`src/rtl/voting_pkg.sv`:
```
// Shared types and helpers for the parametrised voting machine.
package voting_pkg;

  // Widest button vector the helpers accept (NUM_CAND tops out at 16).
  localparam int MAX_CAND = 16;

  // Press-detector FSM states.
  typedef enum logic [1:0] {
    IDLE     = 2'd0,
    ARM      = 2'd1,
    WAIT_REL = 2'd2
  } state_t;

  // Index of the lowest set bit; 0 when nothing is set.
  function automatic int lowest_idx(input logic [MAX_CAND-1:0] v);
    int r;
    r = 0;
    for (int i = MAX_CAND - 1; i >= 0; i--) begin
      if (v[i]) r = i;
    end
    return r;
  endfunction

  // True when exactly one bit is set.
  function automatic logic is_one_hot(input logic [MAX_CAND-1:0] v);
    return (v != '0) && ((v & (v - MAX_CAND'(1))) == '0);
  endfunction

  // Increment that sticks at the all-ones value of a w-bit field (w <= 32).
  function automatic logic [31:0] sat_inc(input logic [31:0] v, input int w);
    logic [31:0] maxv;
    maxv = (w >= 32) ? '1 : ((32'd1 << w) - 32'd1);
    return (v == maxv) ? v : v + 32'd1;
  endfunction

endpackage

```
`src/rtl/vote_press_detector.sv`:
```
// Turns held one-hot button presses into single accept pulses.
// A press must be stable for HOLD_CYCLES samples; anything ambiguous
// parks the FSM in WAIT_REL until every button is released.
module vote_press_detector
  import voting_pkg::*;
#(
  parameter int NUM_CAND    = 4,
  parameter int HOLD_CYCLES = 10
) (
  input  logic                        clock,
  input  logic                        reset,
  input  logic                        mode,
  input  logic [NUM_CAND-1:0]         button,
  output logic                        accept,
  output logic [$clog2(NUM_CAND)-1:0] accept_idx,
  output state_t                      state
);

  localparam int IDX_W  = $clog2(NUM_CAND);
  localparam int HOLD_W = $clog2(HOLD_CYCLES + 1);
  localparam logic [HOLD_W-1:0] HOLD_MAX = HOLD_W'(HOLD_CYCLES);

  state_t             state_q, state_d;
  logic [HOLD_W-1:0]  hold_q, hold_d;
  logic [IDX_W-1:0]   sel_q, sel_d;
  logic [IDX_W-1:0]   idx;
  logic               qual;
  // Cleared by reset; set once an all-released sample is seen, so a button
  // still held across reset cannot start a press.
  logic               released_q;

  assign state = state_q;

  // State, hold count, selected candidate and release tracking.
  always_ff @(posedge clock) begin
    if (reset) begin
      state_q    <= IDLE;
      hold_q     <= '0;
      sel_q      <= '0;
      released_q <= 1'b0;
    end else begin
      state_q <= state_d;
      hold_q  <= hold_d;
      sel_q   <= sel_d;
      if (button == '0) released_q <= 1'b1;
    end
  end

  // Next-state, hold counting and accept generation.
  always_comb begin
    idx        = IDX_W'(lowest_idx(MAX_CAND'(button)));
    qual       = !mode && is_one_hot(MAX_CAND'(button));
    state_d    = state_q;
    hold_d     = hold_q;
    sel_d      = sel_q;
    accept     = 1'b0;
    accept_idx = sel_q;
    case (state_q)
      IDLE: begin
        if (qual && released_q) begin
          sel_d      = idx;
          hold_d     = HOLD_W'(1);
          accept_idx = idx;
          if (HOLD_CYCLES == 1) begin
            accept  = 1'b1;
            state_d = WAIT_REL;
          end else begin
            state_d = ARM;
          end
        end else if (!mode && button != '0) begin
          state_d = WAIT_REL;
        end
      end
      ARM: begin
        if (button == '0) begin
          state_d = IDLE;
          hold_d  = '0;
        end else if (qual && idx == sel_q) begin
          hold_d = hold_q + HOLD_W'(1);
          if (hold_d == HOLD_MAX) begin
            accept  = 1'b1;
            state_d = WAIT_REL;
          end
        end else begin
          // Different button, several buttons, or display mode: abandon.
          state_d = WAIT_REL;
        end
      end
      WAIT_REL: begin
        if (button == '0) begin
          state_d = IDLE;
          hold_d  = '0;
        end
      end
      default: state_d = IDLE;
    endcase
  end

endmodule

```
`src/rtl/voting_machine_n.sv`:
```
// N-candidate voting machine: press qualification, saturating counters,
// display readback and registered leader/tie reduction.
// vote_valid pulses for one cycle per accepted vote; there is no
// back-pressure, so each pulse must be consumed in the cycle it appears.
module voting_machine_n
  import voting_pkg::*;
#(
  parameter int NUM_CAND    = 4,
  parameter int CNT_W       = 8,
  parameter int HOLD_CYCLES = 10,
  parameter int TOT_W       = CNT_W + $clog2(NUM_CAND)
) (
  input  logic                        clock,
  input  logic                        reset,
  input  logic                        mode,
  input  logic [NUM_CAND-1:0]         button,
  output logic [CNT_W-1:0]            leds,
  output logic                        vote_valid,
  output logic [$clog2(NUM_CAND)-1:0] vote_idx,
  output logic [$clog2(NUM_CAND)-1:0] leader,
  output logic                        tie,
  output logic [TOT_W-1:0]            total_votes,
  output state_t                      fsm_state
);

  localparam int IDX_W = $clog2(NUM_CAND);

  logic             accept;
  logic [IDX_W-1:0] accept_idx;
  logic [CNT_W-1:0] count_q [NUM_CAND];
  logic [IDX_W-1:0] disp_idx;
  logic [CNT_W-1:0] max_cnt;
  logic [IDX_W-1:0] best_idx;
  int               n_max;
  logic             tie_d;

  vote_press_detector #(
    .NUM_CAND   (NUM_CAND),
    .HOLD_CYCLES(HOLD_CYCLES)
  ) u_press (
    .clock     (clock),
    .reset     (reset),
    .mode      (mode),
    .button    (button),
    .accept    (accept),
    .accept_idx(accept_idx),
    .state     (fsm_state)
  );

  // Per-candidate and total counters plus the accept pulse/index.
  always_ff @(posedge clock) begin
    if (reset) begin
      for (int i = 0; i < NUM_CAND; i++) count_q[i] <= '0;
      total_votes <= '0;
      vote_valid  <= 1'b0;
      vote_idx    <= '0;
    end else begin
      vote_valid <= accept;
      if (accept) begin
        vote_idx            <= accept_idx;
        count_q[accept_idx] <= CNT_W'(sat_inc(32'(count_q[accept_idx]), CNT_W));
        total_votes         <= TOT_W'(sat_inc(32'(total_votes), TOT_W));
      end
    end
  end

  // Display readback of the lowest pressed candidate; dark in vote mode.
  always_ff @(posedge clock) begin
    if (reset) begin
      leds <= '0;
    end else if (mode && button != '0) begin
      leds <= count_q[disp_idx];
    end else begin
      leds <= '0;
    end
  end

  // Maximum count, first index holding it, and whether it is shared.
  always_comb begin
    disp_idx = IDX_W'(lowest_idx(MAX_CAND'(button)));
    max_cnt  = '0;
    best_idx = '0;
    n_max    = 0;
    for (int i = 0; i < NUM_CAND; i++) begin
      if (count_q[i] > max_cnt) begin
        max_cnt  = count_q[i];
        best_idx = IDX_W'(i);
      end
    end
    for (int i = 0; i < NUM_CAND; i++) begin
      if (count_q[i] == max_cnt) n_max = n_max + 1;
    end
    tie_d = (max_cnt != '0) && (n_max >= 2);
  end

  // Registered leader/tie, one cycle behind the counts.
  always_ff @(posedge clock) begin
    if (reset) begin
      leader <= '0;
      tie    <= 1'b0;
    end else begin
      leader <= best_idx;
      tie    <= tie_d;
    end
  end

endmodule

```
`config.mk`:
```
export PLATFORM = sky130hd
export DESIGN_NAME = voting_machine_n
export DESIGN_NICKNAME = d
export VERILOG_FILES = /design/src/rtl/voting_pkg.sv /design/src/rtl/vote_press_detector.sv /design/src/rtl/voting_machine_n.sv
export SDC_FILE = /design/constraint.sdc
export NUM_CORES = 1
export LEC_CHECK = 0
export CAP_MARGIN = 20
export CORE_MARGIN = 2
export CORE_UTILIZATION = 65
export CTS_CLUSTER_SIZE = 24
export DETAILED_ROUTE_END_ITERATION = 8
export GPL_ROUTABILITY_DRIVEN = 0
export PLACE_DENSITY = 0.83
export SLEW_MARGIN = 10
export SYNTH_ARGS = -nofsm -noshare
export SYNTH_HDL_FRONTEND = slang
export SYNTH_SLANG_ARGS = --single-unit
```
`constraint.sdc`:
```
create_clock -name clock -period 15.2 [get_ports clock]
set_clock_uncertainty 0.1 [all_clocks]
set_input_delay 3.04 -clock clock [delete_from_list [all_inputs] [get_ports clock]]
set_output_delay 3.04 -clock clock [all_outputs]
set_load 0.01 [all_outputs]
```
### Word level (Yosys, flattened, before mapping)

Memories as Yosys holds them, arrays and structs flattened. A register that Yosys moved wholly into a read port is not among the register bits.
Cells that the tools add are included.

* latch bits: 0
* input port bits: 7
* word-level logic and storage cells: 101
* output and inout port bits: 26
* RAM bits: 32
* memories: 1
* register bits after elaboration: 25
* ROM bits: 0

* shift operators: 0
* add/subtract/negate cells: 7
* bitwise logic cells: 3
* order comparisons: 5
* $mul: 0
* multiplexer cells: 42
* reduce and logical (&&, ||, !) cells: 19
* divide/modulo/power cells: 0
* equality and inequality tests: 15

Memories
* count_q: words 4, width 8, read ports 6, clocked after memory_dff 1, write ports 4, RTL line voting_machine_n.sv:30 `logic [CNT_W-1:0] count_q [NUM_CAND];`

Operators by type and width (number)
* 32-bit by 2-bit adder with 32-bit output (second input constant): 3
* 32-bit 2-to-1 mux: 3
* 8-bit 2-to-1 mux: 6
* 8-bit equality test: 4
* 32-bit by 3-bit greater-or-equal comparator with 1-bit output (second input constant): 1
* 2-bit 2-to-1 mux: 15
* 8-bit greater-than comparator: 3
* 4-bit by 16-bit bitwise AND with 16-bit output: 1
* 16-bit logical NOT: 1
* 4-bit 2-to-1 mux: 4
* 1-bit 2-to-1 mux: 12
* 4-bit one-hot mux with 3 select lines: 1
* 10-bit by 1-bit adder with 10-bit output (second input constant): 1
* 10-bit equality test (second input constant): 1
* 8-bit by 1-bit adder with 8-bit output (second input constant): 1
* 8-bit equality test (second input constant): 1
* 8-bit by 1-bit greater-than comparator with 1-bit output (second input constant): 1
* 8-bit nonzero test: 1
* 8-bit OR reduction: 1
* 1-bit logical AND: 7
* 3-bit by 1-bit inequality test with 1-bit output (second input constant): 2
* 2-bit one-hot mux with 3 select lines: 1
* 4-bit by 1-bit subtractor with 5-bit output (second input constant): 1
* 4-bit by 1-bit adder with 4-bit output (second input constant): 1
* other kinds (16): 18

### Longest topological paths before layout

An unclocked memory read counts as a cell.

* depth in word-level cells: 19
* gate-level depth with buffers: 35
* gate-level depth less buffers: 32

### Cells and area by module

A second synthesis with hierarchy kept.

* cells, all modules: 536
* area total of the unflattened synthesis: 5094.9 µm²

Modules (own cells, without submodules)
* voting_machine_n: times used 1, area each 4284.1 µm², cells each 434, sequential area each 1441.4 µm²
* vote_press_detector: times used 1, area each 810.8 µm², cells each 102, sequential area each 180.2 µm²

### Least setup slack after synthesis

Ideal clock, no wire load.

* kind: reg2reg
* start point: memory count_q[0][0]
* end point: register tie
* path buffers: 4
* path slack: 7884 ps
* clock period less this slack: 7316 ps
* library setup time: 86 ps
* required time: 15014 ps
* cell stages (with the launch flop): 35
* arrival: 7130 ps
* path through: edfxtp_1 clkbuf_1 ha_1 nand4_1 or3_1 and2_1 nor2_1 mux2i_1 ha_1 a211oi_1 nor2_1 o31ai_2 or2_1 buf_2 buf_2 nor2_1 a21oi_1 inv_1 ha_1 nor2b_1 o211ai_1 a21oi_1 o22ai_1 clkbuf_1 mux2i_1 xor2_1 nand2_1 nor3_1 ha_1 or3_1 nand2_1 ha_1 xor2_1 nor2_1 a211oi_1

RTL lines
* from (decl): RTL line voting_machine_n.sv:30
* to (signal assigned): RTL line voting_machine_n.sv:103 `tie <= tie_d;`
* to (decl): RTL line voting_machine_n.sv:21 `output logic tie,`

==> impl_metrics.yaml <==
setup_path:
  crit_slowest_cell: "nor4bb_1"
  reg2reg_depth: 32
  critPathCapture: "tie$_SDFF_PP0_"
  cp.arrival_ns: 8.68
  r2r_slack_ns: 6.68
  crit_start: "count_q[0][2]$_SDFFCE_PN0P_"
  endpoint_kind: "flip-flop"
  crit_fanout: 16
  crit_path_frequent_cell: "ha_1"
  r2r-start: "count_q[0][2]$_SDFFCE_PN0P_"
  path_class: "reg2reg"
  slowest_delay_ns: 0.86
  worstPathRequired_ns: 15.37
  timing.critical_path.from_type: "flip-flop"
  r2r_end: "tie$_SDFF_PP0_"
floorplan:
  rows: 32
  io_pins: 33
  initial_utilization_pct: 65.9
  die_h_microns: 91.8
  dieArea_sq_mm: 0.00843
  core_sq_mm: 0.00761
  dieWidth_microns: 91.8
min_path:
  hold_class: "reg2reg"
sta:
  whs_ns: 0.382
  fmax_mhz: 117
  setup_slack_ns: 6.68
  hold_violations: 0
  relSlewSlack_pct: 31.5
  tightest_slew_ns: 1.01
  finalCriticalPeriod_ns: 8.52
  tns_ns: 0
  maxSlewViolCount: 0
  finalCritPeriodShare_pct: 56.0
  rsz0062_at_grt: "false"
  finalSetupViolations: 0
clock_tree:
  clock_path_buffers: 2
  cts_buffers: 9
  cts_setup_buffers: 0
  h-tree-depth: 3
  clkSlewWorstSetupHoldPaths_ns: 0.07
  cts_resized: 0
  clock-root-buffer: "clkbuf_8"
  cts.sinks: 65
  hold_buffers: 0
  insertion_delay_ns: 0.35
  cts_tree: "yes"
global_route:
  grt_pass1_wl_microns: 21300
  track_usage_pct: 32.8
  grt.busiest_layer: "met2"
  grtUsageMet2_pct: 53.4
  grt_start_max_net_pins: 33
  grt_pass1_vias: 4335
  gr-total-overflow: 0
  met3_usage_pct: 6.74
  grt.met1_usage_pct: 41.0
  antenna_found_initial: 0
routing:
  routedWlPerCell_microns: 19.3
  routed_wl_microns: 13100
  num_vias: 4395
  viasPerCell: 6.45
  drt_iter0_markers: 401
  ant_nets: 0
  drtPass1Iterations: 8
  drc: 0
yosys:
  synth_edf_count: 32
  netlist-cell-type-count: 62
  async_flop_share_pct: 0
  yosysSeqAreaShare_pct: 32.4
  synth_seq_cells: 65
  netlist_area_sq_mm: 0.00501
  syn_avg_cell_area_sq_um: 9.13
  synth_top_flop_cell: "dfxtp_1"
  synth_cells: 549
  ys.warnings.count: 0
  synth.net_count: 590
place:
  place_area_sq_mm: 0.00537
  dp_slack_ns: 6.94
  dp_hpwl_microns: 9680
  port_buffers: 32
layout:
  final_layout_size_suffix_gt1_share_pct: 7.77
  antenna_cells: 0
  final_area_sq_mm: 0.00556
  area_delta_synth_final_pct: 11.0
  final_nets: 615
  post-route-util_pct: 73.1
run_status:
  outcome: "completed"
power:
  ir_worst_vdd_uv: 69.4
  power_density_mw_per_mm2: 90.7
  leakage_nw: 2.23
flow_run:
  max_cap_viol_count: 0
[cell usage in the layout (no fill, tap or decap), types with 4 or more instances in the layout]
cell,n
inv_1,28
or3_1,8
o21ai_0,14
and3_1,6
buf_4,4
nor2b_1,14
nand2_1,30
o211ai_1,5
mux2i_1,36
xnor2_1,24
ha_1,34
nor2_1,72
a31oi_1,8
and2_1,17
nand4_1,12
a21oi_1,25
xor2_1,31
a21o_1,4
dfxtp_1,33
clkdlybuf4s50_1,32
nor3_1,17
clkbuf_8,10
nand3_1,17
mux4_2,8
edfxtp_1,32
[cell families (layout without fill, tap and decap cells)]
kind of cell | Yosys count | after routing | share of synthesized area [%]
buffers and inverters | 50 | 80 | 4.44
DFF | 65 | 65 | 32.4
xor gates and xnor gates | 56 | 56 | 9.94
adders and majority gates | 34 | 34 | 8.49
muxes | 50 | 50 | 12.8
AOI/OAI and AO/OA | 81 | 81 | 10.5
and+or+nand+nor | 213 | 213 | 21.4
[cell usage after synthesis, drive strengths merged (2+ instances only)]
master / n / area share (%)
a211oi: 3 / 0.45
a21o: 4 / 0.60
a21oi: 29 / 3.3
a221oi: 2 / 0.35
a222oi: 2 / 0.40
a31oi: 8 / 1.0
and2: 17 / 2.1
and3: 6 / 0.75
and4: 3 / 0.52
buf: 12 / 1.6
clkbuf: 10 / 0.75
dfxtp: 33 / 13
edfxtp: 32 / 19
ha: 34 / 8.5
inv: 28 / 2.1
mux2i: 41 / 8.9
mux4: 8 / 3.6
nand2: 31 / 2.4
nand2b: 2 / 0.25
nand3: 18 / 1.9
nand4: 12 / 1.5
nor2: 73 / 5.6
nor2b: 14 / 1.7
nor3: 17 / 1.7
nor4: 3 / 0.37
o211ai: 5 / 0.75
o21ai: 15 / 1.5
o22ai: 2 / 0.25
o31ai: 3 / 0.55
or2: 3 / 0.37
or3: 9 / 1.2
or4: 2 / 0.30
xnor2: 25 / 4.5
xor2: 31 / 5.4
[state kept, by name, indices dropped and copies added (netlist names)]
name                flops
u_press.state           2
leds                    8
u_press.released_q      1
total_votes            10
tie                     1
vote_valid              1
u_press.hold_q          4
leader                  2
count_q                32
u_press.sel_q           2
vote_idx                2
[through the flow]
step,instances,power (mW)
floorplan,549,0.321
global placement,665,0.355
detailed placement,665,0.362
CTS,681,0.502
global route,681,0.529
finish,681,0.504
[power breakdown]
| group | switching, mW | total (mW) | leakage [nW] | internal, mW |
|---|---|---|---|---|
| registers | 0.0128 | 0.204 | 0.582 | 0.192 |
| clock network | 0.0673 | 0.141 | 0.102 | 0.0733 |
| logic | 0.0928 | 0.159 | 1.54 | 0.0667 |
| total | 0.173 | 0.504 | 2.23 | 0.332 |
[worst max-delay path, delay by kind of cell (launching register included)]
family          cells  cell delay (ns)
flops               1             0.52
compound gates      6             1.01
simple gates       14             3.67
mux                 2             0.88
fa+ha+maj           5             1.38
xor+xnor            2             0.38
buf+inv             3             0.49
[worst min-delay path by stage]
stage / startpoint / endpoint / slack, ns / depth (start not counted)
final: u_press.released_q$_SDFFE_PP0P_ / u_press.released_q$_SDFFE_PP0P_ / 0.38 / 2
after global routing: u_press.released_q$_SDFFE_PP0P_ / u_press.released_q$_SDFFE_PP0P_ / 0.41 / 2
after CTS: u_press.released_q$_SDFFE_PP0P_ / u_press.released_q$_SDFFE_PP0P_ / 0.38 / 2
after detailed placement: u_press.released_q$_SDFFE_PP0P_ / u_press.released_q$_SDFFE_PP0P_ / 0.36 / 2
after global placement: u_press.released_q$_SDFFE_PP0P_ / u_press.released_q$_SDFFE_PP0P_ / 0.35 / 2
after floorplan: u_press.released_q$_SDFFE_PP0P_ / u_press.released_q$_SDFFE_PP0P_ / 0.33 / 2
[metal layers]
| layer | wire (microns) | vias up |
|---|---|---|
| li1 | - | 2013 |
| met1 | 5100 | 2053 |
| met2 | 6300 | 253 |
| met3 | 1120 | 76 |
| met4 | 616 | 0 |
| met5 | 0 | - |
[final cells by class]
cell class | instances | area (sq um)
timing repair buffer | 36 | 350
clock buffer | 12 | 166
inverter | 28 | 105
multi-input combinational | 434 | 3170
tap | 102 | 128
fill | 580 | 2050
clock inverter | 4 | 23.8
sequential | 65 | 1620
Note: power is estimated with default switching activity, not from simulation.
